<file path="config.mk">
export PLATFORM = sky130hd
export DESIGN_NAME = csa_sub_10bit_pipe
export DESIGN_NICKNAME = d
export VERILOG_FILES = /design/src/rtl/csa_sub_10bit_pipe.sv
export SDC_FILE = /design/constraint.sdc
export NUM_CORES = 1
export LEC_CHECK = 0
export ABC_AREA = 1
export CELL_PAD_IN_SITES_DETAIL_PLACEMENT = 0
export CELL_PAD_IN_SITES_GLOBAL_PLACEMENT = 1
export CORE_MARGIN = 2
export CORE_UTILIZATION = 35
export CTS_CLUSTER_SIZE = 8
export DETAILED_ROUTE_END_ITERATION = 8
export PLACE_DENSITY = 0.75
export SYNTH_ARGS = -nofsm -noshare
export SYNTH_HDL_FRONTEND = slang
export SYNTH_SLANG_ARGS = --single-unit
</file>
<file path="constraint.sdc">
create_clock -name clk -period 2.62 [get_ports clk]
set_clock_uncertainty 0.2 [all_clocks]
set_input_delay 0.655 -clock clk [delete_from_list [all_inputs] [get_ports clk]]
set_output_delay 0.655 -clock clk [all_outputs]
set_load 0.005 [all_outputs]
</file>
<file path="src/rtl/csa_sub_10bit_pipe.sv">
// csa_sub_10bit_pipe: two-stage pipelined 10-bit carry-select subtractor.
// Ports: clk, rst_n (sync, active-low), i_valid/i_ready/i_sub_term1/i_sub_term2 in,
// o_valid/o_ready/diff/bout out, overflow out only when SUB_OVF_EN is defined.
module csa_sub_10bit_pipe #(
  parameter int STAGE_SPLIT = 6
) (
  input  logic       clk,
  input  logic       rst_n,
  input  logic       i_valid,
  output logic       i_ready,
  input  logic [9:0] i_sub_term1,
  input  logic [9:0] i_sub_term2,
  output logic       o_valid,
  input  logic       o_ready,
  output logic [9:0] diff,
  output logic       bout
`ifdef SUB_OVF_EN
  ,
  output logic       overflow
`endif
);

  localparam int S    = STAGE_SPLIT;
  localparam int HW   = 10 - S;
  localparam int NBLK = (S - 1) / 2;

  typedef struct packed {
    logic [S-1:0]  lo;
    logic          c;
    logic [HW-1:0] a_hi;
    logic [HW-1:0] b_hi;
  } s1_t;

  // ---------------- handshake ----------------
  logic s1_valid;
  logic s1_adv;
  logic s2_adv;

  assign s2_adv  = !o_valid || o_ready;
  assign s1_adv  = !s1_valid || s2_adv;
  assign i_ready = s1_adv;

  // ---------------- stage 1: low bits ----------------
  // a + ~b + 1: the +1 is the carry-in of the ripple block.
  logic [S-1:0] a_lo;
  logic [S-1:0] nb_lo;
  logic [S-1:0] lo_diff;
  logic         p0;
  logic         p1;
  logic         c1;
  logic         c2;
  logic         lo_cout;

  assign a_lo  = i_sub_term1[S-1:0];
  assign nb_lo = ~i_sub_term2[S-1:0];

  assign p0         = a_lo[0] ^ nb_lo[0];
  assign lo_diff[0] = ~p0;
  assign c1         = (a_lo[0] & nb_lo[0]) | p0;
  assign p1         = a_lo[1] ^ nb_lo[1];
  assign lo_diff[1] = p1 ^ c1;
  assign c2         = (a_lo[1] & nb_lo[1]) | (p1 & c1);

  // 2-bit carry-select blocks; the last one is 1 bit wide for odd splits.
  for (genvar g = 0; g < NBLK; g++) begin : g_csel
    localparam int LO = 2 + 2 * g;
    localparam int W  = (S - LO >= 2) ? 2 : 1;

    logic         cin;
    logic         cout;
    logic [W:0]   sum0;
    logic [W:0]   sum1;

    if (g == 0) begin : g_first
      assign cin = c2;
    end else begin : g_next
      assign cin = g_csel[g-1].cout;
    end

    assign sum0 = {1'b0, a_lo[LO+W-1:LO]}
                + {1'b0, nb_lo[LO+W-1:LO]};
    assign sum1 = {1'b0, a_lo[LO+W-1:LO]}
                + {1'b0, nb_lo[LO+W-1:LO]}
                + (W+1)'(1);

    assign lo_diff[LO+W-1:LO] = cin ? sum1[W-1:0]
                                    : sum0[W-1:0];
    assign cout = cin ? sum1[W] : sum0[W];
  end

  if (NBLK == 0) begin : g_lo_rip
    assign lo_cout = c2;
  end else begin : g_lo_cs
    assign lo_cout = g_csel[NBLK-1].cout;
  end

  s1_t s1_d;
  s1_t s1_q;

  always_comb begin
    s1_d      = '0;
    s1_d.lo   = lo_diff;
    s1_d.c    = lo_cout;
    s1_d.a_hi = i_sub_term1[9:S];
    s1_d.b_hi = i_sub_term2[9:S];
  end

  always_ff @(posedge clk) begin
    if (!rst_n) begin
      s1_valid <= 1'b0;
      s1_q     <= '0;
    end else if (s1_adv) begin
      s1_valid <= i_valid;
      if (i_valid) begin
        s1_q <= s1_d;
      end
    end
  end

  // ---------------- stage 2: high bits ----------------
  logic [HW:0] hi_sum0;
  logic [HW:0] hi_sum1;
  logic [HW:0] hi_sel;
  logic [9:0]  diff_d;
  logic        bout_d;

  assign hi_sum0 = {1'b0, s1_q.a_hi}
                 + {1'b0, ~s1_q.b_hi};
  assign hi_sum1 = {1'b0, s1_q.a_hi}
                 + {1'b0, ~s1_q.b_hi}
                 + (HW+1)'(1);
  assign hi_sel  = s1_q.c ? hi_sum1 : hi_sum0;
  assign diff_d  = {hi_sel[HW-1:0], s1_q.lo};
  // Carry out of bit 9 set means no borrow.
  assign bout_d  = ~hi_sel[HW];

`ifdef SUB_OVF_EN
  logic ovf_d;

  assign ovf_d = (s1_q.a_hi[HW-1] != s1_q.b_hi[HW-1])
              && (hi_sel[HW-1] != s1_q.a_hi[HW-1]);
`endif

  always_ff @(posedge clk) begin
    if (!rst_n) begin
      o_valid  <= 1'b0;
      diff     <= '0;
      bout     <= 1'b0;
`ifdef SUB_OVF_EN
      overflow <= 1'b0;
`endif
    end else if (s2_adv) begin
      o_valid <= s1_valid;
      if (s1_valid) begin
        diff     <= diff_d;
        bout     <= bout_d;
`ifdef SUB_OVF_EN
        overflow <= ovf_d;
`endif
      end
    end
  end

endmodule

</file>
==> After elaboration in Yosys (flattened, before gate mapping) <==
Cells that the tools add are included.
{ "classes": {"addsub": 6, "mul": 0, "div": 0, "n_lt_le_gt_ge": 0, "eq_ne": 0, "shift": 0, "mux": 5, "n_bitwise": 12, "reduce_logical": 6} }
{ "ops": {"columns": ["op", "count"], "rows": [
  ["2-bit by 2-bit adder with 3-bit output", 2],
  ["3-bit by 1-bit adder with 3-bit output (second input constant)", 2],
  ["6-bit NOT", 1],
  ["4-bit by 4-bit adder with 5-bit output", 1],
  ["5-bit by 1-bit adder with 5-bit output (second input constant)", 1],
  ["5-bit two-way mux", 1],
  ["2-bit two-way mux", 2],
  ["4-bit NOT", 1],
  ["2-bit AND reduction", 2],
  ["1-bit bitwise AND", 3],
  ["1-bit bitwise XOR", 3],
  ["1-bit logical NOT", 2],
  ["1-bit logical OR", 2],
  ["1-bit two-way mux", 2],
  ["1-bit NOT", 2],
  ["1-bit OR", 2]
]} }
{ "word_totals": {"regBits": 28, "latch_bits": 0, "ramBits": 0, "romBits": 0, "input_bits": 24, "output_inout_bits": 13, "n_memories": 0} }

==> Logic depth before layout (Yosys ltp) <==
{ "depth": {"ltp_word": 7, "depth_mapped": 12, "depth_no_buf": 12} }

==> Worst setup path before layout <==
OpenSTA, ideal clock, no wires.
{ "synth_timing": {"path_kind": "input to register", "start": "in i_sub_term2[2]", "end": "reg s1_q[8] in the netlist's numbering", "setup_time_ns": 0.112, "arrival_ns": 2.052, "setup_slack_ns": 0.256, "path_stages": 11, "path_cell_list": "inv_1 -> ha_1 -> fa_1 -> ha_1 -> nand2_2 -> nand2_1 -> nand2_2 -> nand2_2 -> xor2_1 -> o21ai_2 -> inv_1"} }
{ "synth_between": {"elab_chain_cells": 5} }
{ "synth_lines": {"columns": ["item", "line_no", "rtl"], "rows": [
  ["from (decl)", "12", "input logic [9:0] i_sub_term2,"],
  ["6-bit NOT (*)", "55", "assign nb_lo = ~i_sub_term2[S-1:0];"],
  ["2-bit by 2-bit adder with 3-bit output (*)", "81, 83", null],
  ["3-bit by 1-bit adder with 3-bit output", "84", "+ (W+1)'(1);"],
  ["1-bit two-way mux (*) (2 in series)", "88", "assign cout = cin ? sum1[W] : sum0[W];"],
  ["to (signal assigned)", "111", "s1_q <= '0;"],
  ["to (signal assigned)", "115", "s1_q <= s1_d;"],
  ["to (decl)", "98", "s1_t s1_q;"]
]} }
Every way passes the cells marked *; elsewhere a longest branch is shown, timed or not.
A chain may end at the register's enable or synchronous reset.

==> Worst setup path after layout <==
{ "layout_timing": {"start": "in i_sub_term2[3]", "end": "reg s1_q[8] in the netlist's numbering"} }
Same word-level chain as after synthesis.

==> impl_metrics.env <==
export IMPL_status="completed"
export IMPL_globalRoute_totalOverflow=0
export IMPL_end_kind="flip-flop"
export IMPL_synth_cell_types=26
export IMPL_dieArea_sq_um=4730
export IMPL_first_pass_iters=3
export IMPL_crit_buf_inv=3
export IMPL_post_cts_setup_buffer_count=0
export IMPL_hold_violations=0
export IMPL_cts_buffer_depth=2
export IMPL_whs_path_depth=2
export IMPL_num_rows=23
export IMPL_core_sq_um=4030
export IMPL_cp_cell_sequence="clkdlybuf4s50_1 -> inv_1 -> fa_1 -> ha_2 -> nand3b_1 -> nand2_2 -> nand2_2 -> xor2_1 -> o21ai_2 -> inv_1"
export IMPL_critPathKind="input pin to flip-flop"
export IMPL_drv_cap=0
export IMPL_cp_depth=10
export IMPL_drv_slew=0
export IMPL_post_route_min_period_ps=2440
export IMPL_r2r_cells=11
export IMPL_peakVddDrop_mv=0.201
export IMPL_synthTopCellsByArea="dfxtp_1, ha_1, inv_1"
export IMPL_max_slew_margin_pct=82.4
export IMPL_crit_slowest_cell="fa_1"
export IMPL_netlist_area_sq_um=1470
export IMPL_ys_ff_latch=28
export IMPL_numCtsBuffers=3
export IMPL_die_w_um=68.8
export IMPL_stdcell_area_sq_um=1980
export IMPL_syn_avg_cell_area_sq_um=7.81
export IMPL_syn_inst=188
export IMPL_insertion_delay_ps=270
export IMPL_hold_slack_ps=257
export IMPL_postLayoutCoreUtil_pct=49.0
export IMPL_yosysMostFrequentCell="inv_1"
export IMPL_cp_max_fo=4
export IMPL_fp_dieH_um=68.8
export IMPL_multiInputGateArea_sq_um=741
export IMPL_synth_top_cell_by_area="dfxtp_1"
export IMPL_cp_required_ps=2590
export IMPL_setup_viol=0
export IMPL_drive_gt1_share_pct=10.9
export IMPL_hp_class="flip-flop to flip-flop"
export IMPL_crit_arrival_ps=2410
export IMPL_antenna_left=0
export IMPL_cts_clk_slew_worst_paths_ps=90
export IMPL_n_fill_cell=415
export IMPL_grt_pass1_vias=1177
export IMPL_pin_count=37
export IMPL_clkSinkCount=28
export IMPL_start_kind="input pin"
export IMPL_finalSetupTns_ps=0
export IMPL_netlist_top_cells_count="inv_1, dfxtp_1, nand2_1, nor2_1, a21oi_1"
export IMPL_synth_yosys_seq_area_share_pct=38.2
export IMPL_syn_nets=226
export IMPL_power_leakage_nw=0.915
export IMPL_synth_edf_count=0
export IMPL_final_cells=279
export IMPL_track_usage_pct=14.4
export IMPL_rsz0062_at_grt="no"
export IMPL_n_antenna_cell=0
export IMPL_grt_pass1_wl_um=5130
export IMPL_cts_tree="yes"
export IMPL_critPathMaxStageDelay_ps=500
export IMPL_wirelength_um=2860
export IMPL_vias=1241
export IMPL_path_delay_family="adder cells"
export IMPL_cts_resized=0
export IMPL_max_freq_mhz=410
export IMPL_final_nets=268
export IMPL_async_reset_ff_share_pct=0
export IMPL_drt_wirelength_per_cell_um=10.3
export IMPL_placed_cell_area_sq_um=1890
export IMPL_drc=0
export IMPL_hpwl_um=2270
export IMPL_h_tree_depth=1
export IMPL_viasPerCell=4.45
export IMPL_seq_area_sq_um=561
export IMPL_netlist_area_leader_share_pct=38.2
export IMPL_synthToLayoutAreaGrowth_pct=34.5
export IMPL_placed_cells=275
export IMPL_port_buffers=36
export IMPL_post_route_period_util_pct=93.1
export IMPL_start_util_pct=36.5
export IMPL_yosysWarnings=0
export IMPL_synthFlopType="dfxtp_1"
export IMPL_gp_congestion=0.731
export IMPL_antenna_found_initial=0
export IMPL_worst_slew_pin_slew_ps=264
export IMPL_grt_start_max_net_pins=17
export IMPL_root_buffer="clkbuf_8"
export IMPL_powerDensity_nw_per_um2=544
export IMPL_dr_first_iter_drc_count=44
export IMPL_postCtsHoldBufs=0
-- through the flow --
step / worst slack, ps / power, mW
6_report: 182 / 1.07
5_1_grt: 44.6 / 1.15
4_1_cts: 11.2 / 1.09
3_5_place_dp: -282 / 0.748
3_3_place_gp: -244 / 0.744
2_1_floorplan: 256 / 0.648
-- sequential cells by signal (all words and copies together), names as in the netlist --
register,flops
diff_d,6
s1_q,9
bout,1
o_valid,1
s1_valid,1
diff,10
-- path summary, 6_finish.rpt --
kind / from / end / slack [ps]
max: i_sub_term2[3] / s1_q[8] / 180
min: diff_d[4] / diff[4] / 260
max reg2reg: s1_q[0] / bout / 500
min reg2reg: diff_d[4] / diff[4] / 260
-- worst register-to-register path: cells and delay by family, from the launching register on --
| kind | cells | cell delay [ps] |
|---|---|---|
| fa+ha+maj | 3 | 920 |
| buf+inv | 2 | 80 |
| flops | 1 | 320 |
| simple gates | 6 | 520 |
-- metal layers --
metal  vias up  GRT usage, %  share of wire [%]
li1        682             -                  -
met1       539          19.6                 50
met2        18          23.4                 45
met3         2          1.79                2.9
met4         0          5.15                1.2
met5         -             0                  0
-- where the power goes --
group / leakage [nW] / switching (mW) / internal, mW
combinational: 0.647 / 0.125 / 0.133
sequential: 0.232 / 0.0174 / 0.460
clock: 0.0357 / 0.135 / 0.204
total: 0.915 / 0.277 / 0.798
-- layout make-up --
type                       instances  share of cell area [%]
clock buffer                       3                    2.09
multi-input combinational        122                    37.5
timing repair buffer              43                    21.3
clock inverter                     1                    1.52
tap                               50                    3.17
sequential                        28                    28.4
inverter                          32                    6.08
-- layout by cell type (no fill, tap or decap) --
master,netlist,final
ha_1,10,8
o21ai_2,1,1
nand2_1,23,23
o21ai_1,6,6
nand2_2,5,5
xnor2_1,2,2
nand3_1,5,5
nand3_2,1,1
inv_1,29,29
o211ai_1,2,2
clkbuf_8,0,3
clkdlybuf4s50_1,0,33
dfxtp_1,28,28
nor2_2,2,2
fa_1,4,4
a31oi_1,2,2
nand3b_1,2,2
o21ai_0,15,15
dlymetal6s2s_1,0,3
nor3_1,1,1
buf_4,1,7
xor2_1,2,2
nand4_1,1,1
bufinv_16,0,1
nor2_1,22,22
inv_2,3,3
a21oi_1,16,16
ha_2,0,2
-- kinds of logic (layout without fill, tap and decap cells) --
kind of cell,Yosys count,count (layout),share of synthesized area [%]
DFF,28,28,38.2
buffers and inverters,38,79,11.8
AOI/OAI and AO/OA,42,42,15.1
and+or+nand+nor,62,62,18.7
adders and majority gates,14,14,14.0
xor gates and xnor gates,4,4,2.39
Note: power is estimated with default switching activity, not from simulation.
